==> src/rtl/fwft_stream_reader_if.sv <==
// Bundle of the FWFT FIFO read port and the outgoing valid/ready stream.
// No storage or latency of its own; it only carries signals.
// Backpressure travels on m_ready (stream) and is turned into fifo_rd_en by the reader.
interface fwft_stream_reader_if #(
  parameter int DATA_WIDTH = 32
);
  logic [DATA_WIDTH-1:0] fifo_dout;
  logic                  fifo_empty;
  logic                  fifo_rd_en;
  logic [DATA_WIDTH-1:0] m_data;
  logic                  m_valid;
  logic                  m_ready;

  // Reader side: consumes the FIFO, sources the stream.
  modport master (
    input  fifo_dout,
    input  fifo_empty,
    input  m_ready,
    output fifo_rd_en,
    output m_data,
    output m_valid
  );

  // Environment side: owns the FIFO and the stream sink.
  modport slave (
    output fifo_dout,
    output fifo_empty,
    output m_ready,
    input  fifo_rd_en,
    input  m_data,
    input  m_valid
  );
endinterface

==> src/rtl/fwft_stream_reader.sv <==
// Drains a show-ahead FIFO into a registered valid/ready stream via output + skid register.
// Latency: one cycle from pop to m_data/m_valid when the output register is free.
// Backpressure: m_ready low stops draining; the skid absorbs the in-flight pop, then popping stops at 2 words.
module fwft_stream_reader #(
  parameter int DATA_WIDTH = 32,
  parameter int CNT_WIDTH  = 16
) (
  input  logic                 clk,
  input  logic                 arst_n,
  fwft_stream_reader_if.master bus,
  output logic [1:0]           occupancy,
  output logic [CNT_WIDTH-1:0] xfer_cnt
);

  typedef enum logic [1:0] {
    EMPTY = 2'd0,
    ONE   = 2'd1,
    TWO   = 2'd2
  } state_t;

  state_t                state;
  state_t                state_nxt;
  logic [DATA_WIDTH-1:0] skid;
  logic [DATA_WIDTH-1:0] skid_nxt;
  logic [DATA_WIDTH-1:0] data_nxt;
  logic                  pop;
  logic                  drain;

  // Pop decision uses only registered state and the FIFO flag, so m_ready
  // never reaches fifo_rd_en combinationally; reset forces it low.
  assign pop            = !bus.fifo_empty && (state != TWO) && arst_n;
  assign bus.fifo_rd_en = pop;
  assign drain          = bus.m_valid && bus.m_ready;
  assign occupancy      = state;

  // Next-state and buffer steering: the head word always sits in m_data,
  // the second word (if any) in skid.
  always_comb begin
    state_nxt = state;
    data_nxt  = bus.m_data;
    skid_nxt  = skid;
    case (state)
      EMPTY: begin
        if (pop) begin
          state_nxt = ONE;
          data_nxt  = bus.fifo_dout;
        end
      end
      ONE: begin
        if (pop && drain) begin
          data_nxt = bus.fifo_dout;
        end else if (pop) begin
          state_nxt = TWO;
          skid_nxt  = bus.fifo_dout;
        end else if (drain) begin
          state_nxt = EMPTY;
        end
      end
      TWO: begin
        if (drain) begin
          state_nxt = ONE;
          data_nxt  = skid;
        end
      end
      default: begin
        state_nxt = EMPTY;
      end
    endcase
  end

  // State, data registers and transfer counter; m_valid is registered
  // alongside the state so it always equals state != EMPTY.
  always_ff @(posedge clk) begin
    if (!arst_n) begin
      state      <= EMPTY;
      bus.m_data <= '0;
      skid       <= '0;
      bus.m_valid <= 1'b0;
      xfer_cnt   <= '0;
    end else begin
      state       <= state_nxt;
      bus.m_data  <= data_nxt;
      skid        <= skid_nxt;
      bus.m_valid <= (state_nxt != EMPTY);
      if (drain) begin
        xfer_cnt <= xfer_cnt + CNT_WIDTH'(1);
      end
    end
  end

endmodule

==> src/flat_wrapper.sv <==
// flat-port wrapper written by rule: the top's interface ports become plain ports
module fwft_stream_reader_flat 
#(
  parameter int DATA_WIDTH = 32,
  parameter int CNT_WIDTH  = 16
)
  (clk, arst_n, occupancy, xfer_cnt, bus_fifo_dout, bus_fifo_empty, bus_m_ready, bus_fifo_rd_en, bus_m_data, bus_m_valid);
  fwft_stream_reader_if #(.DATA_WIDTH(DATA_WIDTH)) bus_i ();
  input  logic clk;
  input  logic arst_n;
  output logic [1:0] occupancy;
  output logic [CNT_WIDTH-1:0] xfer_cnt;
  input wire logic [$bits(bus_i.fifo_dout)-1:0] bus_fifo_dout;
  input wire logic [$bits(bus_i.fifo_empty)-1:0] bus_fifo_empty;
  input wire logic [$bits(bus_i.m_ready)-1:0] bus_m_ready;
  output wire logic [$bits(bus_i.fifo_rd_en)-1:0] bus_fifo_rd_en;
  output wire logic [$bits(bus_i.m_data)-1:0] bus_m_data;
  output wire logic [$bits(bus_i.m_valid)-1:0] bus_m_valid;
  assign bus_i.fifo_dout = bus_fifo_dout;
  assign bus_i.fifo_empty = bus_fifo_empty;
  assign bus_i.m_ready = bus_m_ready;
  assign bus_fifo_rd_en = bus_i.fifo_rd_en;
  assign bus_m_data = bus_i.m_data;
  assign bus_m_valid = bus_i.m_valid;
  fwft_stream_reader #(.DATA_WIDTH(DATA_WIDTH), .CNT_WIDTH(CNT_WIDTH)) u_core (.clk(clk), .arst_n(arst_n), .bus(bus_i), .occupancy(occupancy), .xfer_cnt(xfer_cnt));
endmodule
==> config.mk <==
export PLATFORM = sky130hd
export DESIGN_NAME = fwft_stream_reader_flat
export DESIGN_NICKNAME = d
export VERILOG_FILES = /design/src/rtl/fwft_stream_reader_if.sv /design/src/rtl/fwft_stream_reader.sv /design/src/flat_wrapper.sv
export SDC_FILE = /design/constraint.sdc
export NUM_CORES = 1
export LEC_CHECK = 0
export BUFFER_PORTS_ARGS = -buffer_cell sky130_fd_sc_hd__buf_2
export CORE_MARGIN = 3
export CORE_UTILIZATION = 45
export CTS_BUF_LIST = sky130_fd_sc_hd__clkbuf_8
export DETAILED_ROUTE_END_ITERATION = 8
export PLACE_DENSITY_LB_ADDON = 0.15
export SYNTH_ARGS = -nofsm -noshare
export SYNTH_HDL_FRONTEND = slang
export SYNTH_SLANG_ARGS = --single-unit
export TNS_END_PERCENT = 100
==> constraint.sdc <==
create_clock -name clk -period 2.3 [get_ports clk]
set_input_delay 0.46 -clock clk [delete_from_list [all_inputs] [get_ports clk]]
set_output_delay 0.46 -clock clk [all_outputs]
set_load 0.02 [all_outputs]
==> run metrics <==
status=finished clean; worst reg2reg setup slack=0.46 ns; ANT cells=0; wl on met1=between 3000 and 4000 um; Distinct cells, synth=37; worst r2r src=u_core.occupancy[1]; nets=between 500 and 600; Worst EP required=about 1.8 ns; CP arrival=roughly 1.7 ns; I/O pin count=88; GRT Resource Usage Total=18.2%; Final setup viols=0; Root Driver=clkbuf_8; leakage=approximately 1.7 nW; Primary FF master, synth=dfxtp_1; R2R depth=5; Place WS=between 0.3 and 0.4 ns; peak supply drop=0.329 mV; final setup margin=approximately 0.18 ns; drt initial violations=between 100 and 150; Max Root-Sink Buffers=2; Syn Area/Cell=about 8.4 um2; Die H=about 95 um; endpoint of the worst hold path=u_core.skid[18]; Core Box Area=approximately 7500 um2; critical hold path startpoint=bus_fifo_dout[18]; router iterations before antenna repair=4; Min Clock Period, post-route=2.12 ns; worst slew margin relative to its limit=a little under three quarters; Startpoint Class=flop; Std-Cell Rows=31; dpl hpwl=~5000 um; metal2 WL=3610 um; Worst setup EP type=primary output; Fin Setup TNS=0 ns; max-slew violations=0; CTS buffer count=9; Slew @ Worst Pin=approximately 0.44 ns; top routing layer in use=met4; grt ovf=0; Mapped Cells=roughly 430; initial antenna violation count=0; clock skew=roughly 0.013 ns; die width=about 95 um; unrepaired setup endpoints after global routing=no; minimum hold slack=~0.35 ns; DR DRC count=0; pwr dens=between 700 and 800 nW/um2; maximum number of pins on one net before global-route repair=80; reg2reg end=u_core.bus.m_data[1]; H-tree levels=3; layout cells sized above 1=between 20% and 30%; synthesized area=roughly 3600 um2; worst hold path type=in -> reg; clock latency on the worst-skew pair=about 0.35 ns; via density per instance=~5.2; clk sink count=between 80 and 90; final period utilization=92.0%; EDFF count, synth=0; crit path kind=reg -> out; Clock Pin Slew Worst Setup and Hold Paths=around 0.09 ns; Post-CTS Hold Buffers=0; register area share after synthesis=~46%; total of max-cap violations=0; total number of vias=3121; drt wl/cell=between 10 and 15 um; Synth Register Bits=a little over 80; top achievable clock speed=472 MHz; die area=a little over 9000 um2; Hold Violations, Final=0; TritonCTS clock tree=done; met3 WL=~450 um; YS warnings=0; first-pass GRT wire length=~13000 um; final antenna-violating net count=0; P&R area growth vs syn=19.7%; initial core utilization=between 40% and 50%; vias in the first global route=2871; total wire length=7930 um; post-CTS setup buffer count=0; Synthesized Nets=466; post-cts sizing count=0; routability cong.=between 0.7 and 0.8; count of input and output buffers=87; hold path cells=3; critical path peak fanout=15; Synth async-reset ratio=0%; fill count=a little over 700
cell usage in the layout, fill, tap and decap left out, drive strengths merged, types with 2 or more instances in the layout:
| cell | count |
|---|---|
| xnor2 | 6 |
| or3 | 4 |
| nor2 | 43 |
| o21ai | 4 |
| nor3 | 4 |
| clkinvlp | 2 |
| clkbuf | 9 |
| nand4 | 5 |
| nand2b | 4 |
| nor4 | 3 |
| a311oi | 32 |
| xor2 | 2 |
| clkinv | 4 |
| nand3 | 5 |
| nand4b | 2 |
| a21oi | 40 |
| inv | 3 |
| buf | 95 |
| dfxtp | 83 |
| mux2i | 3 |
| nand2 | 139 |
report_power, final:
group	internal, mW	switching (mW)	total, mW
clock	0.507	0.542	1.05
sequential	1.51	0.0457	1.56
combinational	0.186	0.303	0.489
total	2.20	0.890	3.09
state kept, by name, indices dropped and copies added, names as in the netlist:
register,count
u_core.occupancy,2
u_core.bus.m_valid,1
u_core.xfer_cnt,16
u_core.bus.m_data,32
u_core.skid,32
how the worst max path moves through the flow:
| stage | from | end | slack, ns | cells past startpoint |
|---|---|---|---|---|
| 2_1_floorplan | u_core.occupancy[1] | bus_fifo_rd_en | 0.33 | 5 |
| 3_3_place_gp | arst_n | u_core.bus.m_data[18] | 0.38 | 6 |
| 3_5_place_dp | arst_n | u_core.bus.m_data[3] | 0.32 | 6 |
| 4_1_cts | u_core.occupancy[1] | bus_fifo_rd_en | 0.17 | 3 |
| 5_1_grt | u_core.occupancy[1] | bus_fifo_rd_en | 0.1 | 3 |
| 6_report | u_core.occupancy[1] | bus_fifo_rd_en | 0.18 | 3 |
stage by stage:
stage	instance area [um2]	std cells	power (mW)	utilization [%]
6_report	4300	605	3.09	57.5
5_1_grt	4300	605	3.25	57.5
4_1_cts	4300	605	3.14	57.5
3_5_place_dp	4100	589	2.08	54.8
3_3_place_gp	4100	589	2.07	54.8
2_1_floorplan	3590	429	1.93	-
cell usage after synthesis (2+ instances only):
library cell	instances	share of area, %
nand3_1	4	0.56
a311oi_1	4	0.98
nor2_1	43	4.5
dfxtp_1	83	46
clkbuf_1	22	2.3
buf_6	3	0.94
o21ai_0	4	0.56
nor4_1	3	0.52
nand2b_1	4	0.70
nand4b_1	2	0.49
inv_1	2	0.21
a21oi_1	40	5.6
mux2i_1	3	0.84
nand4_1	5	0.87
nor3_1	4	0.56
or3_1	4	0.70
nand2_1	139	15
xnor2_1	6	1.5
buf_2	6	0.84
xor2_1	2	0.49
buf_4	3	0.63
a311oi_2	28	12
cells by family after synthesis:
logic type               count (synthesis)  synth area share, %
AO/OA/AOI/OAI                           79                 19.8
adder cells (fa/ha/maj)                  1                0.348
flip-flops                              83                 46.3
AND/OR/NAND/NOR                        218                 25.8
multiplexers                             3                0.836
buffers and inverters                   37                 5.02
XOR/XNOR                                 8                 1.95
critical path, stage by stage, from the launching register on:
cell,delay (ns)
dfxtp_1,0.56
nor2b_4,0.45
nor3_1,0.12
buf_2,0.18
cell type report:
cell class / count / area, um2 / area share [%]
multi-input cells: 309 / 1760 / 40.9
inverters: 3 / 12.5 / 0.291
flip-flops and latches: 83 / 1660 / 38.6
well taps: 99 / 124 / 2.88
clock inverters: 7 / 76.3 / 1.77
repair buffers: 95 / 546 / 12.7
clock buffers: 9 / 124 / 2.88
routing by layer:
| metal | up-vias | global-route usage, % |
|---|---|---|
| li1 | 1597 | - |
| met1 | 1433 | 22.3 |
| met2 | 79 | 30.6 |
| met3 | 12 | 4.03 |
| met4 | 0 | 7.57 |
| met5 | - | 0 |
(Power assumes the default switching activity.)
